`config.mk`:
```
export PLATFORM = sky130hd
export DESIGN_NAME = st_header_remover_flat
export DESIGN_NICKNAME = d
export VERILOG_FILES = /design/src/rtl/header_remover_pkg.sv /design/src/rtl/avalon_st_if.sv /design/src/rtl/st_pipe_reg.sv /design/src/rtl/st_header_remover.sv /design/src/flat_wrapper.sv
export SDC_FILE = /design/constraint.sdc
export NUM_CORES = 1
export LEC_CHECK = 0
export BUFFER_PORTS_ARGS = -buffer_cell sky130_fd_sc_hd__buf_2
export CAP_MARGIN = 30
export CORE_MARGIN = 2
export CORE_UTILIZATION = 47
export CTS_CLUSTER_DIAMETER = 40
export DETAILED_ROUTE_END_ITERATION = 6
export PLACE_DENSITY = 0.84
export SETUP_SLACK_MARGIN = 0.2
export SLEW_MARGIN = 0
export SYNTH_ARGS = -nofsm -noshare
export SYNTH_HDL_FRONTEND = slang
export SYNTH_SLANG_ARGS = --single-unit
```
`constraint.sdc`:
```
create_clock -name clk -period 1.85 [get_ports clk]
set_input_delay 0.2775 -clock clk [delete_from_list [all_inputs] [get_ports clk]]
set_output_delay 0.2775 -clock clk [all_outputs]
set_load 0.05 [all_outputs]
```
`src/rtl/header_remover_pkg.sv`:
```
// Shared types and sizing helpers for the streaming header remover.
package header_remover_pkg;

  // Header capture vs. payload forwarding.
  typedef enum logic [0:0] {
    HDR     = 1'b0,
    PAYLOAD = 1'b1
  } state_t;

  // Number of stream beats that make up one header.
  function automatic int hdr_beats(input int header_size, input int data_width);
    return header_size / data_width;
  endfunction

  // Width of a counter able to hold 0..beats.
  function automatic int cnt_width(input int beats);
    return $clog2(beats + 1);
  endfunction

endpackage

```
`src/rtl/avalon_st_if.sv`:
```
// Minimal Avalon-ST bundle: data, valid, ready, sop, eop.
interface avalon_st_if #(
  parameter int DATA_WIDTH = 16
);
  logic [DATA_WIDTH-1:0] data;
  logic                  valid;
  logic                  ready;
  logic                  sop;
  logic                  eop;

  modport master (output data, valid, sop, eop, input ready);
  modport slave  (input data, valid, sop, eop, output ready);
endinterface

```
`src/rtl/st_pipe_reg.sv`:
```
// Single-stage Avalon-ST output register. A held beat (valid && !ready)
// keeps data/sop/eop stable; a new beat may load whenever the stage is
// empty or is being drained in the same cycle.
module st_pipe_reg #(
  parameter int DATA_WIDTH = 16
) (
  input  logic                  clk,
  input  logic                  rst_n,
  input  logic                  load,
  input  logic [DATA_WIDTH-1:0] beat_data,
  input  logic                  beat_sop,
  input  logic                  beat_eop,
  output logic                  can_load,
  input  logic                  ready,
  output logic                  valid,
  output logic [DATA_WIDTH-1:0] data,
  output logic                  sop,
  output logic                  eop
);

  assign can_load = ready || !valid;

  // Load a new beat, or retire the current one once it has been taken.
  always_ff @(posedge clk or negedge rst_n) begin
    if (!rst_n) begin
      valid <= 1'b0;
      data  <= '0;
      sop   <= 1'b0;
      eop   <= 1'b0;
    end else if (load) begin
      // NOTE: sequential state uses non-blocking assignments so every flop
      // samples the pre-edge values regardless of statement order.
      valid <= 1'b1;
      data  <= beat_data;
      sop   <= beat_sop;
      eop   <= beat_eop;
    end else if (ready) begin
      valid <= 1'b0;
    end
  end

endmodule

```
`src/rtl/st_header_remover.sv`:
```
// Avalon-ST header stripper: captures the first HEADER_SIZE bits of each
// SOP-aligned packet onto header_data (first beat in the MSBs), strobes
// header_valid for one cycle, and forwards the remaining beats with SOP
// moved to the first payload beat.
// Optional: define HEADER_REMOVER_ERR_EN to add an `err` pulse output for
// early-EOP drops and SOP arriving during payload.
module st_header_remover
  import header_remover_pkg::*;
#(
  parameter int DATA_WIDTH  = 16,
  parameter int HEADER_SIZE = 16
) (
  input  logic                   clk,
  input  logic                   rst_n,
  avalon_st_if.slave             data_in,
  output logic [HEADER_SIZE-1:0] header_data,
  output logic                   header_valid,
  avalon_st_if.master            data_out
`ifdef HEADER_REMOVER_ERR_EN
  ,
  output logic                   err
`endif
);

  localparam int HDR_BEATS = hdr_beats(HEADER_SIZE, DATA_WIDTH);
  localparam int CNT_W     = cnt_width(HDR_BEATS);
  localparam logic [CNT_W-1:0] LAST_IDX = CNT_W'(HDR_BEATS - 1);

  if (HEADER_SIZE <= 0 || (HEADER_SIZE % DATA_WIDTH) != 0) begin : g_bad_cfg
    $error("HEADER_SIZE must be a positive multiple of DATA_WIDTH");
  end

  state_t                 state;
  logic [CNT_W-1:0]       cnt;
  logic [CNT_W-1:0]       idx;
  logic [HEADER_SIZE-1:0] hdr_acc;
  logic [HEADER_SIZE-1:0] next_hdr;
  logic                   first_flag;
  logic                   in_ready;
  logic                   accept;
  logic                   hdr_take;
  logic                   hdr_last;
  logic                   pipe_load;
  logic                   pipe_can_load;

  assign data_in.ready = in_ready;

  // Handshake and header-beat decode for the current input beat.
  always_comb begin
    // NOTE: every variable gets a default before any branch so no path
    // leaves one unassigned and a latch is never inferred.
    in_ready  = 1'b1;
    pipe_load = 1'b0;
    if (state == PAYLOAD) in_ready = pipe_can_load;
    accept   = data_in.valid && in_ready;
    // A SOP always (re)starts a header, even mid-payload; otherwise only a
    // header already under way takes more beats.
    hdr_take = accept && (data_in.sop || (state == HDR && cnt != '0));
    idx      = data_in.sop ? '0 : cnt;
    hdr_last = (idx == LAST_IDX);
    next_hdr = (hdr_acc << DATA_WIDTH) | HEADER_SIZE'(data_in.data);
    if (accept && state == PAYLOAD && !data_in.sop) pipe_load = 1'b1;
  end

  // Header assembly, packet state and the one-cycle header strobe.
  always_ff @(posedge clk or negedge rst_n) begin
    if (!rst_n) begin
      state        <= HDR;
      cnt          <= '0;
      hdr_acc      <= '0;
      header_data  <= '0;
      header_valid <= 1'b0;
      first_flag   <= 1'b0;
    end else begin
      header_valid <= 1'b0;
      if (hdr_take) begin
        if (hdr_last) begin
          header_data  <= next_hdr;
          header_valid <= 1'b1;
          cnt          <= '0;
          if (data_in.eop) begin
            state <= HDR;
          end else begin
            state      <= PAYLOAD;
            first_flag <= 1'b1;
          end
        end else if (data_in.eop) begin
          // Packet ended inside its header: drop it silently.
          cnt   <= '0;
          state <= HDR;
        end else begin
          hdr_acc <= next_hdr;
          cnt     <= idx + CNT_W'(1);
          state   <= HDR;
        end
      end else if (pipe_load) begin
        first_flag <= 1'b0;
        if (data_in.eop) state <= HDR;
      end
    end
  end

`ifdef HEADER_REMOVER_ERR_EN
  // Flag a truncated header or a packet cut short by a new SOP.
  always_ff @(posedge clk or negedge rst_n) begin
    if (!rst_n) begin
      err <= 1'b0;
    end else begin
      err <= hdr_take && ((state == PAYLOAD) || (!hdr_last && data_in.eop));
    end
  end
`endif

  st_pipe_reg #(
    .DATA_WIDTH(DATA_WIDTH)
  ) u_pipe (
    .clk      (clk),
    .rst_n    (rst_n),
    .load     (pipe_load),
    .beat_data(data_in.data),
    .beat_sop (first_flag),
    .beat_eop (data_in.eop),
    .can_load (pipe_can_load),
    .ready    (data_out.ready),
    .valid    (data_out.valid),
    .data     (data_out.data),
    .sop      (data_out.sop),
    .eop      (data_out.eop)
  );

endmodule

```
`src/flat_wrapper.sv`:
```
// flat-port wrapper written by rule: the top's interface ports become plain ports
module st_header_remover_flat import header_remover_pkg::*;
#(
  parameter int DATA_WIDTH  = 16,
  parameter int HEADER_SIZE = 16
)
  (clk, rst_n, header_data, header_valid, data_in_data, data_in_valid, data_in_sop, data_in_eop, data_in_ready, data_out_data, data_out_valid, data_out_sop, data_out_eop, data_out_ready);
  avalon_st_if #(.DATA_WIDTH(DATA_WIDTH)) data_in_i ();
  avalon_st_if #(.DATA_WIDTH(DATA_WIDTH)) data_out_i ();
  input  logic clk;
  input  logic rst_n;
  output logic [HEADER_SIZE-1:0] header_data;
  output logic header_valid;
  input wire logic [$bits(data_in_i.data)-1:0] data_in_data;
  input wire logic [$bits(data_in_i.valid)-1:0] data_in_valid;
  input wire logic [$bits(data_in_i.sop)-1:0] data_in_sop;
  input wire logic [$bits(data_in_i.eop)-1:0] data_in_eop;
  output wire logic [$bits(data_in_i.ready)-1:0] data_in_ready;
  output wire logic [$bits(data_out_i.data)-1:0] data_out_data;
  output wire logic [$bits(data_out_i.valid)-1:0] data_out_valid;
  output wire logic [$bits(data_out_i.sop)-1:0] data_out_sop;
  output wire logic [$bits(data_out_i.eop)-1:0] data_out_eop;
  input wire logic [$bits(data_out_i.ready)-1:0] data_out_ready;
  assign data_in_i.data = data_in_data;
  assign data_in_i.valid = data_in_valid;
  assign data_in_i.sop = data_in_sop;
  assign data_in_i.eop = data_in_eop;
  assign data_in_ready = data_in_i.ready;
  assign data_out_data = data_out_i.data;
  assign data_out_valid = data_out_i.valid;
  assign data_out_sop = data_out_i.sop;
  assign data_out_eop = data_out_i.eop;
  assign data_out_i.ready = data_out_ready;
  st_header_remover #(.DATA_WIDTH(DATA_WIDTH), .HEADER_SIZE(HEADER_SIZE)) u_core (.clk(clk), .rst_n(rst_n), .data_in(data_in_i), .header_data(header_data), .header_valid(header_valid), .data_out(data_out_i));
endmodule
```
Yosys cells after proc, flatten, opt, wreduce, memory -nomap -nowiden. Index checks and enable logic that the tools add are counted.

Add/subtract/negate cells: 1. $mul: 0. Divide/modulo/power cells: 0. Magnitude comparators: 0. Equal/unequal tests: 2. Shift operators: 0. Muxes and demuxes: 18. Bitwise gates (word level): 2. Reductions and logical operators: 15.

Operators by type and width (number): 1-bit two-way mux (18); 2-bit nonzero test (3); 1-bit logical AND (5); 2-bit inequality test (second input constant) (2); 2-bit AND reduction (2); 3-bit AND reduction (1); 1-bit logical NOT (2); 1-bit logical OR (2); 1-bit NOT (2); 1-bit adder (second input constant) (1).

Register bits after elaboration: 39. Latch bits: 0. Bits in writable memories: 0. ROM bits: 0. Input port bits: 22. Output and inout port bits: 37. Logic and storage cells: 47. Memories kept: 0.

Depth between registers and ports, before layout.
Depth in word-level cells: 9. Gate-level depth with buffers: 5. Depth with buffers taken out: 3.

Modules after synthesis. Synthesis repeated with hierarchy kept, for this count alone.

Cells, all modules: 89. Area total of the unflattened synthesis: 1540.2 um^2.

By module, submodules not included: st_header_remover (times used 1, cells an instance 48, area each 784.5 um^2, seq. area each 475.5 um^2); st_pipe_reg (times used 1, cells an instance 41, area each 755.7 um^2, seq. area each 475.5 um^2).

Worst setup path after synthesis. No wires, ideal clock.

Path kind: reg-to-reg. Start point: register u_core.u_pipe.valid. End point: register u_core.header_data[10]. Setup time: 125 ps. Arrival: 2114 ps. Required time: 1725 ps. Slack: -389 ps. Stages on the path, launching flop included: 6. Buffers on the path: 2. Period minus slack after synthesis: 2239 ps. Path through: dfrtp_1 -> nand3b_1 -> and3_1 -> buf_6 -> buf_6 -> mux2_4.

Longest elaborated chain between the ends: 6.

RTL lines: start, declared (RTL line st_pipe_reg.sv:15) `output logic valid,`; start signal, assigned (RTL line st_pipe_reg.sv:26) `valid <= 1'b0;`; start signal, assigned (RTL line st_pipe_reg.sv:33) `valid <= 1'b1;`; start signal, assigned (RTL line st_pipe_reg.sv:38) `valid <= 1'b0;`; 1-bit logical NOT (RTL line st_pipe_reg.sv:21) `assign can_load = ready || !valid;`; 1-bit logical OR (RTL line st_pipe_reg.sv:21); 1-bit two-way mux (RTL line st_header_remover.sv:54) `if (state == PAYLOAD) in_ready = pipe_can_load;`; via data_in_ready (RTL line flat_wrapper.sv:18) `output wire logic [$bits(data_in_i.ready)-1:0] data_in_ready;`; 1-bit logical AND (RTL line st_header_remover.sv:55) `accept = data_in.valid && in_ready;`; 1-bit logical AND (RTL line st_header_remover.sv:58) `hdr_take = accept && (data_in.sop || (state == HDR && cnt != '0));`; 2-bit AND reduction (no line); end signal, assigned (RTL line st_header_remover.sv:78) `header_data <= next_hdr;`; end, declared (RTL line st_header_remover.sv:16) `output logic [HEADER_SIZE-1:0] header_data,`.

The timed path passes the listed nets, and every way through them passes these cells. A chain may end at the register's enable or synchronous reset.

Final worst setup path.
Start point: register u_core.u_pipe.valid. End point: register u_core.u_pipe.data[7].

Longest elaborated chain between the ends: 7.

RTL lines: 1-bit logical NOT (RTL line st_pipe_reg.sv:21); 1-bit logical OR (RTL line st_pipe_reg.sv:21); 1-bit two-way mux (RTL line st_header_remover.sv:54); 1-bit logical AND (RTL line st_header_remover.sv:55); 1-bit logical AND (2 in series) (RTL line st_header_remover.sv:62) `if (accept && state == PAYLOAD && !data_in.sop) pipe_load = 1'b1;`; 1-bit two-way mux (RTL line st_header_remover.sv:62); end signal, assigned (RTL line st_pipe_reg.sv:34) `data <= beat_data;`; end, declared (RTL line st_pipe_reg.sv:16) `output logic [DATA_WIDTH-1:0] data,`.

No other way between the ends.

==> flow_metrics.py <==
metrics = {
    "outcome": {
        "status": "completed",
    },
    "floorplanning": {
        "ios": 59,
        "die_w_um": 60.36,
        "start_util_pct": 49.30,
        "core_um2": 3028,
        "die-area_um2": 3643,
        "rows": 20,
        "dieHeight_um": 60.36,
    },
    "critical_path": {
        "cp.arrival_ps": 1690,
        "critPathKind": "reg2reg",
        "critPathLaunchType": "flop",
        "worstPathMaxFanout": 11,
        "required_ps": 2070,
        "crit_path_end_kind": "flop",
    },
    "route": {
        "vias": 981,
        "drt-pass1-iter-count": 4,
        "drt_iter0_markers": 34,
        "routed_via_density": 4.881,
        "route.detailed.drc": 0,
        "drtAntennaViolNets": 0,
        "routedWlPerCell_um": 14.41,
        "finalWirelength_um": 2897,
    },
    "timing": {
        "layout_min_cycle_time_ps": 1474,
        "rsz0062_at_grt": "no",
        "drv_slew": 0,
        "finClkSkew_ps": 3.938,
        "hold_viol": 0,
        "fin_tns_setup_ps": 0,
        "clock.fmax_ghz": 0.6784,
        "fin_crit_sh_pct": 79.67,
        "worst_pin_slew_ps": 467.9,
        "max-slew-margin-rel_pct": 68.80,
        "finalSetupViolCount": 0,
    },
    "synth": {
        "synthDistinctLibCells": 15,
        "syn-num-nets": 112,
        "synth_top_area_share_pct": 63.70,
        "yosysTopAreaCell": "dfrtp_1",
        "yosysSeqAreaShare_pct": 63.70,
        "yosysWarnings": 0,
        "syn_area_um2": 1493,
        "netlist_instances": 90,
        "synth_area_leaders": "dfrtp_1 64%, mux2_2 12%, mux2_4 9.1%",
        "ys_ff_latch": 38,
        "avgSynthCellArea_um2": 16.59,
    },
    "layout": {
        "fin_nets": 179,
        "syn_to_final_growth_pct": 29.09,
        "nFillCells": 234,
        "drive_above_1_share_pct": 62.42,
        "n_antenna_cell": 0,
    },
    "run": {
        "drv_cap": 0,
    },
    "power": {
        "finalPower_uw": 2941,
        "peakVddDrop_mv": 0.7060,
        "p_leak_uw": 0.0009592,
        "powerDensity_nw_per_um2": 1526,
    },
    "global_routing": {
        "antenna_found_initial": 0,
        "grt_max_degree": 39,
        "grt_use_total_pct": 17.10,
        "gr-total-overflow": 0,
        "grt_pass1_wl_um": 4464,
        "first_global_vias": 947,
    },
    "clock_tree": {
        "numCtsBuffers": 5,
        "htree_num_levels": 2,
        "cts_tree": "done",
        "clock_latency_ps": 330,
        "cts_resized": 0,
        "holdBufCountCts": 1,
        "cts_sinks": 38,
        "clock-root-buffer": "clkbuf_4",
        "cts_setup_buffers": 0,
        "max-clock-path-buffers": 2,
        "clk_pin_slew_ps": 100,
    },
    "place": {
        "io_buffers": 58,
        "dp.final_hpwl_um": 2102,
        "gp_congestion": 0.7266,
    },
    "min_path": {
        "holdCritPathClass": "in2reg",
    },
}
[registers in the layout (all words and copies together) (netlist names)]
signal	count
u_core.first_flag	1
u_core.header_data	16
u_core.header_valid	1
u_core.state	1
u_core.u_pipe.data	16
u_core.u_pipe.eop	1
u_core.u_pipe.sop	1
u_core.u_pipe.valid	1
[cells by family after synthesis]
family	count (synthesis)	share of synthesized area, %
flip-flops	38	63.70
AO/OA/AOI/OAI	6	2.096
buffers and inverters	6	3.017
AND/OR/NAND/NOR	6	3.270
multiplexers	34	27.91
[cell usage after synthesis (all sizes together)]
| cell type | count |
|---|---|
| nand2 | 1 |
| and3 | 1 |
| inv | 3 |
| dfrtp | 38 |
| mux2 | 34 |
| nand3b | 1 |
| nor3 | 1 |
| o21ai | 3 |
| or2 | 1 |
| a31oi | 1 |
| nor2b | 1 |
| a21oi | 2 |
| buf | 3 |
[final cells by class]
type	count	area, um^2	area share [%]
sequential	38	952.2	49.42
multi-input combinational	46	496.7	25.78
timing repair buffer	63	330.3	17.14
tap	44	55.05	2.857
clock buffer	6	51.30	2.662
clock inverter	1	30.03	1.558
inverter	3	11.26	0.5844
[worst max-delay path, cell delays in order (launching register included)]
cell,delay (ps)
dfrtp_2,420
nor2b_2,190
nor3_4,170
buf_4,230
mux2_1,350
[per-layer routing]
| layer | GRT usage, % | vias to the layer above | share of wire [%] |
|---|---|---|---|
| li1 | - | 448 | - |
| met1 | 21.74 | 480 | 42 |
| met2 | 26.24 | 44 | 48 |
| met3 | 4.691 | 9 | 7.1 |
| met4 | 10.16 | 0 | 2.3 |
| met5 | 0 | - | 0 |
[per-stage QoR]
| stage | hold WS (ps) | utilization (%) | setup slack [ps] | instances | area, um^2 |
|---|---|---|---|---|---|
| finish | 164.4 | 63.64 | 376.0 | 201 | 1927 |
| global route | 155.0 | 63.64 | 299.3 | 201 | 1927 |
| CTS | 155.8 | 63.64 | 362.7 | 201 | 1927 |
| detailed placement | 348.5 | 60.62 | 371.1 | 193 | 1836 |
| global placement | 339.2 | 60.62 | 433.6 | 193 | 1836 |
| floorplan | -18.09 | - | -141.8 | 90 | 1498 |
[where the power goes]
part	total, uW	switching [uW]	internal [uW]
Sequential	1140	105	1030
Clock	568	254	315
Combinational	1230	908	327
[placed cells by master (no fill, tap or decap)]
| cell type | synthesis | routed |
|---|---|---|
| nor2b_2 | 1 | 1 |
| a31oi_1 | 1 | 1 |
| mux2_4 | 9 | 9 |
| or2_2 | 1 | 1 |
| mux2_1 | 9 | 9 |
| clkbuf_8 | 0 | 1 |
| nor3_4 | 1 | 1 |
| clkbuf_4 | 0 | 5 |
| mux2_2 | 16 | 16 |
| a21oi_1 | 2 | 2 |
| bufinv_16 | 0 | 1 |
| buf_4 | 0 | 4 |
| dfrtp_1 | 38 | 37 |
| buf_2 | 0 | 58 |
| dfrtp_2 | 0 | 1 |
| and3_1 | 1 | 1 |
| nand2_1 | 1 | 1 |
| nand3b_1 | 1 | 1 |
| o21ai_0 | 3 | 3 |
| dlygate4sd3_1 | 0 | 1 |
| inv_1 | 3 | 3 |
[final timing paths]
path	start	endpoint	slack [ps]	cells after the start
hold / removal	data_in_eop	u_core.state$_DFFE_PN0P_	160	2
setup reg to reg	u_core.u_pipe.valid$_DFFE_PN0P_	u_core.u_pipe.data[7]$_DFFE_PN0P_	380	4
min in group asynchronous	rst_n	u_core.header_data[10]$_DFFE_PN0P_	510	3
hold reg to reg	u_core.u_pipe.eop$_DFFE_PN0P_	u_core.u_pipe.eop$_DFFE_PN0P_	490	1
setup / recovery	u_core.u_pipe.valid$_DFFE_PN0P_	u_core.u_pipe.data[7]$_DFFE_PN0P_	380	4
max in group asynchronous	rst_n	u_core.u_pipe.valid$_DFFE_PN0P_	990	3
Power figures use the tool's default switching activity.
